[src/rtl/mv_median_filter_p_if.sv]
// Read-port and result-stream bundle of the motion-vector median filter.
// master = filter side, slave = memory/consumer side.
interface mv_median_filter_p_if #(
  parameter int DW = 8,
  parameter int AW = 8
);
  logic              rd_req;
  logic [2*AW-1:0]   rd_idx;
  logic              rd_ack;
  logic [DW:0]       rd_data;
  logic              out_valid;
  logic              out_ready;
  logic [AW-1:0]     out_x;
  logic [AW-1:0]     out_y;
  logic [DW:0]       out_data;
  logic [2*AW-1:0]   out_idx;

  modport master (
    output rd_req, rd_idx, out_valid, out_x, out_y, out_data, out_idx,
    input  rd_ack, rd_data, out_ready
  );
  modport slave (
    input  rd_req, rd_idx, out_valid, out_x, out_y, out_data, out_idx,
    output rd_ack, rd_data, out_ready
  );
endinterface

[src/rtl/mv_median_filter_p.sv]
// Raster-scan 3x3 median filter for motion vectors with NULL (bit DW) handling.
// Neighbours are fetched one at a time and insertion-sorted on capture.
module mv_median_filter_p #(
  parameter int DW = 8,
  parameter int AW = 8
) (
  input  logic                 CLK,
  input  logic                 reset,
  input  logic                 enable_i,
  input  logic [1:0]           mode_i,
  input  logic [AW-1:0]        width_i,
  input  logic [AW-1:0]        height_i,
  output logic                 busy_o,
  output logic                 done_o,
  mv_median_filter_p_if.master bus
);
  localparam int IW = 2*AW;

  typedef enum logic [2:0] {S_IDLE, S_FETCH_C, S_FETCH_N, S_EMIT, S_DONE} state_t;

  state_t              state_q, state_d;
  logic [AW-1:0]       x_q, x_d, y_q, y_d;
  logic [1:0]          mode_q, mode_d;
  logic [2:0]          nb_q, nb_d;
  logic [3:0]          cnt_q, cnt_d;
  logic [8:0][DW-1:0]  buf_q, buf_d;
  logic [DW:0]         centre_q, centre_d;
  logic                rd_req_q, rd_req_d;
  logic [IW-1:0]       rd_idx_q, rd_idx_d;
  logic                out_valid_q, out_valid_d;
  logic [DW:0]         out_data_q, out_data_d;
  logic [AW-1:0]       out_x_q, out_x_d, out_y_q, out_y_d;
  logic [IW-1:0]       out_idx_q, out_idx_d;

  function automatic logic [IW-1:0] lin_idx(input logic [AW-1:0] xx, yy, ww);
    return (IW'(yy) - IW'(1)) * IW'(ww) + IW'(xx) - IW'(1);
  endfunction

  // neighbour offset decode: 0 = -1, 1 = 0, 2 = +1
  logic [1:0]    dx, dy;
  logic          nb_ok;
  logic [AW-1:0] nx, ny;
  always_comb begin
    case (nb_q)
      3'd0:    {dx, dy} = 4'b00_00;
      3'd1:    {dx, dy} = 4'b01_00;
      3'd2:    {dx, dy} = 4'b10_00;
      3'd3:    {dx, dy} = 4'b00_01;
      3'd4:    {dx, dy} = 4'b10_01;
      3'd5:    {dx, dy} = 4'b00_10;
      3'd6:    {dx, dy} = 4'b01_10;
      default: {dx, dy} = 4'b10_10;
    endcase
    nx = x_q;
    ny = y_q;
    nb_ok = 1'b1;
    if (dx == 2'd0) begin
      nx = x_q - AW'(1);
      nb_ok = nb_ok && (x_q > AW'(1));
    end else if (dx == 2'd2) begin
      nx = x_q + AW'(1);
      nb_ok = nb_ok && (x_q < width_i);
    end
    if (dy == 2'd0) begin
      ny = y_q - AW'(1);
      nb_ok = nb_ok && (y_q > AW'(1));
    end else if (dy == 2'd2) begin
      ny = y_q + AW'(1);
      nb_ok = nb_ok && (y_q < height_i);
    end
  end

  // Insert after all entries <= new value so equal keys keep arrival order.
  logic               ack, cap;
  logic [DW-1:0]      nv;
  logic [8:0]         keep;
  logic [8:0][DW-1:0] ins, nbuf;
  logic [3:0]         ncnt, midx;
  logic [DW:0]        med;
  assign ack = rd_req_q & bus.rd_ack;
  assign nv  = bus.rd_data[DW-1:0];
  always_comb begin
    for (int i = 0; i < 9; i++) keep[i] = (4'(i) < cnt_q) && (buf_q[i] <= nv);
    ins[0] = keep[0] ? buf_q[0] : nv;
    for (int i = 1; i < 9; i++) ins[i] = keep[i] ? buf_q[i] : (keep[i-1] ? nv : buf_q[i-1]);
    cap  = (state_q == S_FETCH_N) && ack && !bus.rd_data[DW];
    nbuf = cap ? ins : buf_q;
    ncnt = cnt_q + {3'b000, cap};
    midx = (ncnt - 4'd1) >> 1;
    med  = (ncnt == 4'd0) ? centre_q : {1'b0, nbuf[midx]};
  end

  always_comb begin
    logic [AW-1:0] px, py;
    px = x_q;
    py = y_q;
    state_d = state_q;
    x_d = x_q;  y_d = y_q;  mode_d = mode_q;  nb_d = nb_q;
    cnt_d = cnt_q;  buf_d = buf_q;  centre_d = centre_q;
    rd_req_d = rd_req_q;  rd_idx_d = rd_idx_q;
    out_valid_d = out_valid_q;  out_data_d = out_data_q;
    out_x_d = out_x_q;  out_y_d = out_y_q;  out_idx_d = out_idx_q;
    case (state_q)
      S_IDLE: if (enable_i) begin
        if (width_i == '0 || height_i == '0) begin
          state_d = S_DONE;
        end else begin
          state_d = S_FETCH_C;
          x_d = AW'(1);
          y_d = AW'(1);
          mode_d = mode_i;
          rd_req_d = 1'b1;
          rd_idx_d = '0;
        end
      end
      S_FETCH_C: if (ack) begin
        rd_req_d = 1'b0;
        centre_d = bus.rd_data;
        out_x_d = x_q;
        out_y_d = y_q;
        out_idx_d = rd_idx_q;
        nb_d = 3'd0;
        cnt_d = 4'd0;
        if (bus.rd_data[DW] || mode_q == 2'd0) begin
          state_d = S_EMIT;
          out_valid_d = 1'b1;
          out_data_d = bus.rd_data;
        end else begin
          state_d = S_FETCH_N;
          if (mode_q == 2'd2) begin
            buf_d[0] = bus.rd_data[DW-1:0];
            cnt_d = 4'd1;
          end
        end
      end
      S_FETCH_N: begin
        if (rd_req_q) begin
          if (ack) begin
            rd_req_d = 1'b0;
            buf_d = nbuf;
            cnt_d = ncnt;
            if (nb_q == 3'd7) begin
              state_d = S_EMIT;
              out_valid_d = 1'b1;
              out_data_d = med;
            end else begin
              nb_d = nb_q + 3'd1;
            end
          end
        end else if (nb_ok) begin
          rd_req_d = 1'b1;
          rd_idx_d = lin_idx(nx, ny, width_i);
        end else if (nb_q == 3'd7) begin
          state_d = S_EMIT;
          out_valid_d = 1'b1;
          out_data_d = med;
        end else begin
          nb_d = nb_q + 3'd1;
        end
      end
      S_EMIT: if (bus.out_ready) begin
        out_valid_d = 1'b0;
        // >= keeps the scan bounded even if width/height shrink mid-frame
        if (x_q >= width_i) begin
          px = AW'(1);
          py = y_q + AW'(1);
        end else begin
          px = x_q + AW'(1);
        end
        if (x_q >= width_i && y_q >= height_i) begin
          state_d = S_DONE;
        end else begin
          state_d = S_FETCH_C;
          x_d = px;
          y_d = py;
          rd_req_d = 1'b1;
          rd_idx_d = lin_idx(px, py, width_i);
        end
      end
      S_DONE: state_d = S_IDLE;
      default: state_d = S_IDLE;
    endcase
  end

  always_ff @(posedge CLK or posedge reset) begin
    if (reset) begin
      state_q <= S_IDLE;
      x_q <= '0;  y_q <= '0;  mode_q <= '0;  nb_q <= '0;
      cnt_q <= '0;  buf_q <= '0;  centre_q <= '0;
      rd_req_q <= 1'b0;  rd_idx_q <= '0;
      out_valid_q <= 1'b0;  out_data_q <= '0;
      out_x_q <= '0;  out_y_q <= '0;  out_idx_q <= '0;
    end else begin
      state_q <= state_d;
      x_q <= x_d;  y_q <= y_d;  mode_q <= mode_d;  nb_q <= nb_d;
      cnt_q <= cnt_d;  buf_q <= buf_d;  centre_q <= centre_d;
      rd_req_q <= rd_req_d;  rd_idx_q <= rd_idx_d;
      out_valid_q <= out_valid_d;  out_data_q <= out_data_d;
      out_x_q <= out_x_d;  out_y_q <= out_y_d;  out_idx_q <= out_idx_d;
    end
  end

  assign bus.rd_req    = rd_req_q;
  assign bus.rd_idx    = rd_idx_q;
  assign bus.out_valid = out_valid_q;
  assign bus.out_data  = out_data_q;
  assign bus.out_x     = out_x_q;
  assign bus.out_y     = out_y_q;
  assign bus.out_idx   = out_idx_q;
  assign busy_o = (state_q != S_IDLE);
  assign done_o = (state_q == S_DONE);
endmodule

[src/flat_wrapper.sv]
// flat-port wrapper written by rule: the top's interface ports become plain ports
module mv_median_filter_p_flat 
#(
  parameter int DW = 8,
  parameter int AW = 8
)
  (CLK, reset, enable_i, mode_i, width_i, height_i, busy_o, done_o, bus_rd_req, bus_rd_idx, bus_out_valid, bus_out_x, bus_out_y, bus_out_data, bus_out_idx, bus_rd_ack, bus_rd_data, bus_out_ready);
  mv_median_filter_p_if #(.DW(DW), .AW(AW)) bus_i ();
  input  logic CLK;
  input  logic reset;
  input  logic enable_i;
  input  logic [1:0] mode_i;
  input  logic [AW-1:0] width_i;
  input  logic [AW-1:0] height_i;
  output logic busy_o;
  output logic done_o;
  output wire logic [$bits(bus_i.rd_req)-1:0] bus_rd_req;
  output wire logic [$bits(bus_i.rd_idx)-1:0] bus_rd_idx;
  output wire logic [$bits(bus_i.out_valid)-1:0] bus_out_valid;
  output wire logic [$bits(bus_i.out_x)-1:0] bus_out_x;
  output wire logic [$bits(bus_i.out_y)-1:0] bus_out_y;
  output wire logic [$bits(bus_i.out_data)-1:0] bus_out_data;
  output wire logic [$bits(bus_i.out_idx)-1:0] bus_out_idx;
  input wire logic [$bits(bus_i.rd_ack)-1:0] bus_rd_ack;
  input wire logic [$bits(bus_i.rd_data)-1:0] bus_rd_data;
  input wire logic [$bits(bus_i.out_ready)-1:0] bus_out_ready;
  assign bus_rd_req = bus_i.rd_req;
  assign bus_rd_idx = bus_i.rd_idx;
  assign bus_out_valid = bus_i.out_valid;
  assign bus_out_x = bus_i.out_x;
  assign bus_out_y = bus_i.out_y;
  assign bus_out_data = bus_i.out_data;
  assign bus_out_idx = bus_i.out_idx;
  assign bus_i.rd_ack = bus_rd_ack;
  assign bus_i.rd_data = bus_rd_data;
  assign bus_i.out_ready = bus_out_ready;
  mv_median_filter_p #(.DW(DW), .AW(AW)) u_core (.CLK(CLK), .reset(reset), .enable_i(enable_i), .mode_i(mode_i), .width_i(width_i), .height_i(height_i), .busy_o(busy_o), .done_o(done_o), .bus(bus_i));
endmodule
[config.mk]
export PLATFORM = sky130hd
export DESIGN_NAME = mv_median_filter_p_flat
export DESIGN_NICKNAME = d
export VERILOG_FILES = /design/src/rtl/mv_median_filter_p_if.sv /design/src/rtl/mv_median_filter_p.sv /design/src/flat_wrapper.sv
export SDC_FILE = /design/constraint.sdc
export NUM_CORES = 1
export LEC_CHECK = 0
export ABC_CLOCK_PERIOD_IN_PS = 16570
export CAP_MARGIN = 15
export CORE_ASPECT_RATIO = 1.75
export CORE_MARGIN = 1
export CORE_UTILIZATION = 65
export CTS_BUF_LIST = sky130_fd_sc_hd__clkbuf_4 sky130_fd_sc_hd__clkbuf_8
export CTS_CLUSTER_SIZE = 30
export DETAILED_ROUTE_END_ITERATION = 10
export GPL_TIMING_DRIVEN = 0
export MAX_ROUTING_LAYER = met4
export PLACE_DENSITY = 0.86
export SYNTH_ARGS = -nofsm -noshare
export SYNTH_HDL_FRONTEND = slang
export SYNTH_SLANG_ARGS = --single-unit
[constraint.sdc]
create_clock -name CLK -period 16.57 [get_ports CLK]
set_clock_uncertainty 0.15 [all_clocks]
set_input_delay 3.314 -clock CLK [delete_from_list [all_inputs] [get_ports CLK]]
set_output_delay 3.314 -clock CLK [all_outputs]
set_load 0.02 [all_outputs]
==> results of run 1 <==
[flip-flops by register name, summed over array words and instances (netlist names)]
register,count
u_core.nb_q,3
u_core.bus.out_data,9
u_core.bus.rd_req,1
u_core.mode_q,2
u_core.cnt_q,4
u_core.centre_q,9
u_core.x_q,8
u_core.bus.out_y,8
u_core.bus.out_idx,16
u_core.bus.out_x,8
u_core.y_q,8
u_core.state_q,3
u_core.bus.rd_idx,16
u_core.bus.out_valid,1
u_core.buf_q,64
[cells by family (layout without fill, tap and decap cells)]
group | after synthesis | count (layout)
compound gates | 394 | 394
xor+xnor | 81 | 81
fa+ha+maj | 309 | 309
buf+inv | 304 | 423
flops | 160 | 160
mux | 74 | 74
simple gates | 635 | 635
[layout make-up]
| class | count | area, sq um | share of cell area |
|---|---|---|---|
| Inverter | 222 | 841 | 0.0450 |
| Sequential cell | 160 | 4000 | 0.214 |
| Timing Repair Buffer | 88 | 898 | 0.0481 |
| Buffer | 82 | 345 | 0.0185 |
| Tap cell | 320 | 400 | 0.0214 |
| Multi-Input combinational cell | 1493 | 11800 | 0.633 |
| Clock inverter | 11 | 108 | 0.00576 |
| Clock buffer | 20 | 263 | 0.0141 |
[stage by stage]
step | cells | util
2_1_floorplan | 1957 | -
3_3_place_gp | 2364 | 0.709
3_5_place_dp | 2365 | 0.710
4_1_cts | 2396 | 0.725
5_1_grt | 2396 | 0.725
6_report | 2396 | 0.725
[worst paths after layout]
path / cells after the start / end / start / slack, ns
min: 2 / u_core.bus.out_x[6] / u_core.bus.out_x[6] / 0.33
min in group asynchronous: 2 / u_core.buf_q[7] / reset / 3.02
min reg2reg: 2 / u_core.bus.out_x[6] / u_core.bus.out_x[6] / 0.33
max in group asynchronous: 3 / u_core.bus.out_idx[12] / reset / 12.26
max reg2reg: 30 / u_core.bus.rd_idx[15] / u_core.x_q[0] / 6.64
max: 31 / u_core.bus.rd_idx[15] / width_i[6] / 2.98
[per-layer routing]
layer | up-vias | GRT usage | part of all wire
met3 | 318 | 0.0662 | 0.044
li1 | 6861 | - | -
met1 | 7368 | 0.394 | 0.31
met5 | - | - | 0
met2 | 626 | 0.773 | 0.52
met4 | 0 | 0.476 | 0.13
[Yosys cell counts, drive strengths merged (10+ instances only)]
master  instances  area, sq um
a211oi         30          225
a21o           32          240
a21oi          99          511
a22oi          11         82.6
a31oi          17          106
and2           49          307
and3           15         93.8
buf            13         85.1
clkbuf         69          260
dfrtp         160         4000
fa            132         2640
ha            177         2210
inv           222          833
mux2           23          259
mux2i          51          510
nand2         295         1110
nand2b         19          119
nand3          36          180
nand4          12         81.3
nor2          109          409
nor2b          13         81.3
nor3           35          175
nor4           18          128
o211ai         10         75.1
o21a           10         75.1
o21ai         111          556
o21bai         10         78.8
xnor2          58          508
xor2           23          201
[worst reg2reg max path, delay by kind of cell (launching register included)]
| family | cells | cell delay [ns] |
|---|---|---|
| fa+ha+maj | 8 | 3.52 |
| xor+xnor | 2 | 1.99 |
| compound gates | 8 | 1.56 |
| simple gates | 6 | 1.37 |
| buf+inv | 5 | 0.72 |
| flops | 1 | 0.39 |
| mux | 1 | 0.16 |
==> results.md, run 1 <==
- Mapped Cells: 1,957
- Normalized max-slew margin: 0.167
- Detailed-route DRC error count: 0
- CTS clock-pin slew for the worst setup and hold paths: 0.09 ns
- Avg Synthesized Cell Area: 8.68 sq um
- Final hold vios: 0
- Register area share after synthesis: 0.236
- RSZ-0062 raised after global routing: no
- Crit path kind: in2reg
- CTS Buffer Depth: 2
- H-tree levels: 4
- Routed vias/inst: 6.33
- CP required: 16.85 ns
- Post-synthesis register bit count: 160
- Setup tns final: 0 ns
- Post-synth EDFFs: 0
- Post_cts resized: 0
- Worst slew pin tran: 1.24 ns
- Max-Cap Viols: 0
- Hpwl dp: 45,400 microns
- Top_reg_cell synth: dfrtp_1
- Distinct cells, synth: 76
- Synth Area in Compound Gates: 0.149
- Fillers: 2,039
- Worst min-delay path class: reg2reg
- P&R area growth vs syn: 9.87%
- Final Cell Area: 18,700 sq um
- Hold WS: 0.334 ns
- Antenna Nets Post-Route: 0
- Most frequent cells in the layout: 295 x nand2_1, 220 x inv_1, 177 x ha_1
- Initial antenna violation count: 0
- Combinational family with the most area after synthesis: adder cells
- Min Tclk post-route: 13.59 ns
- Cell mode on critical path: fa_1
- Clock root buffer: clkbuf_8
- Total grt overflow: 0
- Pre-antenna DRT Iters: 5
- Fraction of layout cells with a size suffix above 1: 0.0395
- Worst-Skew Late Latency: 0.50 ns
- Critical Path End Type: flip-flop
- Core area: 25,800 sq um
- CTS tree: done
- Mux contribution to synthesized area: 0.0453
- Initial Util: 0.659
- Fin nets: 2,405
- Die height: 216 microns
- Setup ws final: 2.98 ns
- IO Count: 93
- Area after DPL: 18,300 sq um
- Status: finished, final reports clean
- GPL Wtd Cong: 0.978
- Port Buf Inserts: 87
- Num CTS Buffers: 17
- Post-Synth Simple-Gate Area: 0.173
- Pins Over Slew Limit: 0
- Routed wire per std cell: 23.3 microns
- Most common cell after layout, fill and taps aside: nand2_1
- Vias in the first global route: 16.1k
- Final setup vio count: 0
- Adder-cell share of the synthesized area: 0.286
- Clk sinks: 160
- Tcrit/Tclk final: 0.820
- Post-place setup slack: 2.76 ns
- Setup bufs post-CTS: 0
- Diodes inserted: 0
- Die Wd: 124 microns
- CP Launch Type: primary input
- Hold_buf cts: 0
- Number of vias after detailed routing: 15.2k
- Post-Synth XOR/XNOR Area: 0.0418
- Crit path max fanout: 10
- Mapped Nets: 2,298
- Pin count of the biggest net entering global routing: 124
- FP Rows: 78
- Netlist Area Pre-Place: 17,000 sq um
- First-pass GRT wire length: 87,200 microns
- Die footprint: 26,800 sq um
- Worst Path Buf+Inv: 7
- CP max stage delay: 1.01 ns
- Fmax: 73.6 MHz
- Delay-heaviest family, CP: adder cells
- CP max stage cell: xnor2_1
- Final wirelength: 55,800 microns
- Synth warn: 0
- Initial DRC Count: 963
- Critical Path AT: 13.87 ns
- Ys async rst share: 1.00
- GRT Total Usage: 0.446
Power of run 1 is not shown: default switching activity piles up to over one toggle a cycle in this logic, so the estimate is an artifact.
==> run 2: changes to the inputs <==
--- a/config.mk
+++ b/config.mk
@@ -5,17 +5,17 @@
 export SDC_FILE = /design/constraint.sdc
 export NUM_CORES = 1
 export LEC_CHECK = 0
-export ABC_CLOCK_PERIOD_IN_PS = 16570
+export ABC_CLOCK_PERIOD_IN_PS = 11200
 export CAP_MARGIN = 15
 export CORE_ASPECT_RATIO = 1.75
 export CORE_MARGIN = 1
-export CORE_UTILIZATION = 65
+export CORE_UTILIZATION = 57
 export CTS_BUF_LIST = sky130_fd_sc_hd__clkbuf_4 sky130_fd_sc_hd__clkbuf_8
 export CTS_CLUSTER_SIZE = 30
 export DETAILED_ROUTE_END_ITERATION = 10
 export GPL_TIMING_DRIVEN = 0
 export MAX_ROUTING_LAYER = met4
-export PLACE_DENSITY = 0.86
+export PLACE_DENSITY = 0.8
 export SYNTH_ARGS = -nofsm -noshare
 export SYNTH_HDL_FRONTEND = slang
 export SYNTH_SLANG_ARGS = --single-unit
==> constraint.sdc (replaced) <==
create_clock -name CLK -period 11.2 [get_ports CLK]
set_clock_uncertainty 0.15 [all_clocks]
set_input_delay 2.24 -clock CLK [delete_from_list [all_inputs] [get_ports CLK]]
set_output_delay 2.24 -clock CLK [all_outputs]
set_load 0.02 [all_outputs]
==> run 2 against run 1 <==
Worst setup slack worse by 2.6 ns; first-iteration DRC count grew 11%; global-route usage down 5.1 points; final area increased by 1.2%; via count barely moved; worst hold slack better by 0.0017 ns; routed wire length rose by 0.88%; non-clock buffer count up 6.
==> results.md, run 2 (synthesis results as in run 1) <==
- Status: finished, final reports clean
- Die Wd: 133 microns (+6.7%)
- CTS clock-pin slew for the worst setup and hold paths: 0.10 ns (about the same)
- Final hold vios: 0 (unchanged)
- FP Rows: 83 (+6.4%)
- Hold path cells: 2 (unchanged)
- Hold wc startpoint: u_core.centre_q[8]
- Initial antenna violation count: 1 (+1)
- Hold_buf cts: 0 (unchanged)
- Fraction of layout cells with a size suffix above 1: 0.0476 (+0.00805)
- Min Tclk post-route: 10.78 ns
- Largest register FFs: 64 (unchanged)
- Routed vias/inst: 6.15 (-2.8%)
- RR Startpoint: u_core.nb_q[0]
- Crit path max fanout: 10 (unchanged)
- DP Cell Count: 2,427 (+2.6%)
- Num CTS Buffers: 17 (unchanged)
- Setup ws final: 0.422 ns (-2.55 ns)
- Crit path kind: in2reg
- Total grt overflow: 0 (unchanged)
- Die footprint: 30,500 sq um (+14%)
- Die height: 230 microns (+6.7%)
- Worst min-delay path class: reg2reg
- Pin count of the biggest net entering global routing: 127 (+2.4%)
- Area after DPL: 18,400 sq um (+0.42%)
- CP max stage delay: 0.58 ns (-0.43 ns)
- Pins Over Slew Limit: 0 (unchanged)
- Normalized max-slew margin: 0.163 (-0.00472)
- Initial Util: 0.580 (-0.0793)
- Final Cell Area: 18,900 sq um (+1.2%)
- First-pass GRT wire length: 87,000 microns (-0.14%)
- Critical Path End Type: flip-flop
- Clk sinks: 160 (unchanged)
- Post-place setup slack: -1.55 ns (-4.31 ns)
- CTS Buffer Depth: 2 (unchanged)
- CP max stage cell: or4_1
- GPL Wtd Cong: 1.01 (+3.3%)
- Hpwl dp: 44,900 microns (-1.1%)
- Number of vias after detailed routing: 15.2k (-0.059%)
- Final wirelength: 56,200 microns (+0.88%)
- H-tree levels: 4 (unchanged)
- Clock root buffer: clkbuf_8
- P&R area growth vs syn: 11.2%
- Port Buf Inserts: 87 (unchanged)
- Initial DRC Count: 1,065 (+11%)
- Finished Layout Cells: 2,464 (+2.8%)
- Core area: 29,300 sq um (+14%)
- Hold endpoint: u_core.centre_q[8]
- CP required: 11.45 ns (-5.40 ns)
- Most frequent cells in the layout: 295 x nand2_1, 220 x inv_1, 177 x ha_1
- IO Count: 93 (unchanged)
- Detailed-route DRC error count: 0 (unchanged)
- CP Launch Type: primary input
- Reg2reg end: u_core.bus.rd_idx[15]
- CTS tree: done
- Max-Cap Viols: 0 (unchanged)
- Fin nets: 2,411 (+0.25%)
- Vias in the first global route: 15.9k (-1.0%)
- Most common cell after layout, fill and taps aside: nand2_1
- Tcrit/Tclk final: 0.962
- Diodes inserted: 0 (unchanged)
- Critical path launch point: width_i[6]
- Worst-Skew Late Latency: 0.52 ns (+0.02 ns)
- GRT Total Usage: 0.395 (-0.0508)
- Largest Register: u_core.buf_q
- Antenna Nets Post-Route: 0 (unchanged)
- Worst-case reg-to-reg path depth: 27 (-10%)
- Critical Path AT: 11.03 ns (-2.84 ns)
- R2R setup slack: 2.20 ns (-4.44 ns)
- Routed wire per std cell: 22.8 microns (-1.9%)
- Final setup vio count: 0 (unchanged)
- Worst slew pin tran: 1.25 ns (+0.00846 ns)
- Pre-antenna DRT Iters: 5 (unchanged)
- Fmax: 92.8 MHz
- Cell mode on critical path: fa_1
run 2: changes by cell type in the layout (fill, tap and decap cells not counted), sizes merged:
| cell | before | now |
|---|---|---|
| buf | 14 | 20 |
| bufinv | 1 | 2 |
| clkbuf | 89 | 87 |
| clkinv | 2 | 3 |
| clkinvlp | 5 | 1 |
| inv | 225 | 229 |
run 2: final cells by class:
cell class | instances | area (sq um)
Buffer | 82 | 348
Clock buffer | 18 | 248
Clock inverter | 13 | 150
Fill cell | 2592 | 10400
Inverter | 222 | 841
Multi-Input combinational cell | 1493 | 11900
Sequential cell | 160 | 4000
Tap cell | 382 | 478
Timing Repair Buffer | 94 | 943
run 2: stage by stage:
| stage | util | setup TNS [ns] | hold WS, ns |
|---|---|---|---|
| final | 0.645 | 0 | 0.335 |
| after global routing | 0.645 | -0.0483 | 0.367 |
| after CTS | 0.643 | 0 | 0.337 |
| after detailed placement | 0.627 | -11.10 | 0.313 |
| after global placement | 0.626 | -9.37 | 0.309 |
| after floorplan | - | 0 | 0.295 |
run 2: layer usage:
metal	track usage	part of all wire
met3	0.0681	0.045
met5	-	0
met1	0.349	0.32
met2	0.694	0.52
met4	0.394	0.11
run 2: critical path: cells and delay by family:
family / cells / cell delay, ns
and+or+nand+nor: 7 / 1.34
AOI/OAI and AO/OA: 6 / 1.21
xor gates and xnor gates: 3 / 1.03
buffers and inverters: 7 / 1.71
muxes: 1 / 0.07
adders and majority gates: 8 / 3.39
run 2: how the worst max path moves through the flow:
stage | endpoint | slack [ns] | depth (start not counted)
6_report | u_core.bus.rd_idx[15] | 0.42 | 32
3_3_place_gp | u_core.bus.rd_idx[15] | -1.37 | 31
4_1_cts | u_core.bus.rd_idx[15] | 0.09 | 31
5_1_grt | u_core.bus.rd_idx[15] | -0.04 | 33
2_1_floorplan | u_core.bus.rd_idx[15] | 1.32 | 30
3_5_place_dp | u_core.bus.rd_idx[15] | -1.55 | 31
run 2: repair_timing:
action / in CTS / in global routing
pin swaps: 0 / 3
setup buffers: 0 / 6
gates resized for setup: 8 / 7
endpoints found under the setup margin: 10 / 6
Power of run 2 is left out for the same reason.
==> RTL edit, RTL diff (settings of run 1) <==
Reset style: synchronous (`reset`), changed in one clocked block.
--- a/src/rtl/mv_median_filter_p.sv
+++ b/src/rtl/mv_median_filter_p.sv
@@ -182,7 +182,7 @@
     endcase
   end
 
-  always_ff @(posedge CLK or posedge reset) begin
+  always_ff @(posedge CLK) begin
     if (reset) begin
       state_q <= S_IDLE;
       x_q <= '0;  y_q <= '0;  mode_q <= '0;  nb_q <= '0;
Formal check against the unedited RTL: differs if reset is asserted again (counterexample within 4 cycles, from zero or initial values and one cycle with reset high); with reset held inactive, the same outputs for 4 cycles.
==> RTL edit against run 1 <==
  * Die area is 1.1% lower
  * Setup slack worse by 0.091 ns
  * Design area is 1.3% lower
  * Synthesized cell count is 5.2% higher
  * Sequential cell count stayed put
  * Cell count is 4.0% higher
  * Area after synthesis is 1.1% lower
  * Wire length is 11% higher
  * Via count is 7.4% higher
  * Largest cell class unchanged
Power is left out: it rests on default switching activity, and per cell area and clock period it moved more than threefold.
==> RTL edit: results (changes against run 1) <==
[synth]
synth_warnings=0  ; unchanged
ys_types=72  ; -5.3%
yosysSeqAreaShare_pct=19.1  ; -4.5 points
synthArstFlopShare_pct=0  ; -100 points
synth.top_cells.by_area=dfxtp_1, fa_1, ha_1
synthMuxAreaShare_pct=5.41  ; +0.88 points
syn_nets=2399  ; +4.4%
synth-xor-area-share_pct=4.01  ; -0.16 points
synthTopCellsByCount=nand2_1, inv_1, ha_1
synth_compound_area_share_pct=16.8  ; +1.9 points
synthAdderAreaFrac_pct=28.9  ; +0.32 points

[placed_design]
post_dp_cell_area_sq_mm=0.0180  ; -1.5%
gp_congestion=1.09  ; +11%
port_buffers=81  ; -6.9%
dp_slack_ns=3.07  ; +0.301 ns
dp_hpwl_um=49300  ; +8.6%

[worst_setup_path]
cp_slowest_cell=o21ai_0
r2r_cells=30  ; unchanged
r2r_slack_ns=6.49  ; -0.15 ns
cpPeakStageDelay_ns=0.81  ; -0.20 ns
reg2reg_from=u_core.x_q[0]
crit_end=u_core.bus.rd_idx[15]
crit_arrival_ns=13.92  ; +0.05 ns

[grt]
grt_max_degree=19  ; -85%
grt_pass1_wl_um=95500  ; +9.6%
grtUsageTotal_pct=51.0  ; +6.4 points
grt_pass1_vias=16933  ; +5.5%
antenna_found_initial=2  ; +2

[timing]
fin_crit_sh_pct=82.6  ; +0.55 points
worst_slew_pin_slew_ns=1.38  ; +0.141 ns

[clock_tree]
postCtsSetupBuffers=0  ; unchanged
h-tree-depth=4  ; unchanged
insertion_delay_ns=0.54  ; +0.04 ns

[status]
status=completed

[cells_and_area]
final_layout_size_suffix_gt1_share_pct=3.50  ; -0.45 points
layout.nets=2501  ; +4.0%
largest-register=u_core.buf_q
fill_cells=1970  ; -3.4%

[route]
drtIter0Drc=1367  ; +42%
firstDrtPassIters=11  ; +6
vias=16297  ; +7.4%
wl_per_cell_um=25.0  ; +7.2%

[min_path]
min_delay_worst_endpoint=u_core.bus.out_x[1]
hp-start=u_core.bus.out_x[1]
min_path_type=reg2reg

==> RTL edit: kinds of logic after synthesis <==
logic type,count (synthesis)
AOI/OAI and AO/OA,421
xor gates and xnor gates,77
adders and majority gates,309
buffers and inverters,329
DFF,160
muxes,88
and+or+nand+nor,674
==> RTL edit: layout make-up <==
| type | count | area (sq um) | share of cell area [%] |
|---|---|---|---|
| multi-input cells | 1569 | 12400 | 67.0 |
| flip-flops and latches | 160 | 3200 | 17.4 |
| inverters | 226 | 848 | 4.60 |
| repair buffers | 83 | 830 | 4.50 |
| plain buffers | 103 | 403 | 2.19 |
| well taps | 316 | 395 | 2.15 |
| clock buffers | 17 | 234 | 1.27 |
| clock inverters | 15 | 159 | 0.862 |
| diodes | 2 | 5.00 | 0.0272 |
==> RTL edit: stage by stage <==
stage,util (%),cells,hold WS (ns)
after detailed placement,71.1,2456,0.295
after global placement,71.1,2455,0.290
after CTS,72.7,2488,0.309
after global routing,72.7,2491,0.328
after floorplan,-,2058,0.282
final,72.7,2491,0.309
==> RTL edit: worst min-delay path: cells and delay by family (launching register included) <==
family | cells | cell delay, ns
flops | 1 | 0.32
compound gates | 1 | 0.05
simple gates | 1 | 0.05
==> RTL edit: routing by layer <==
metal	track usage (%)	up-vias	routed length (um)
met3	16.0	503	4830
met4	56.3	0	9010
met2	81.7	829	30100
li1	-	7213	-
met1	43.1	7752	18200
met5	-	-	0
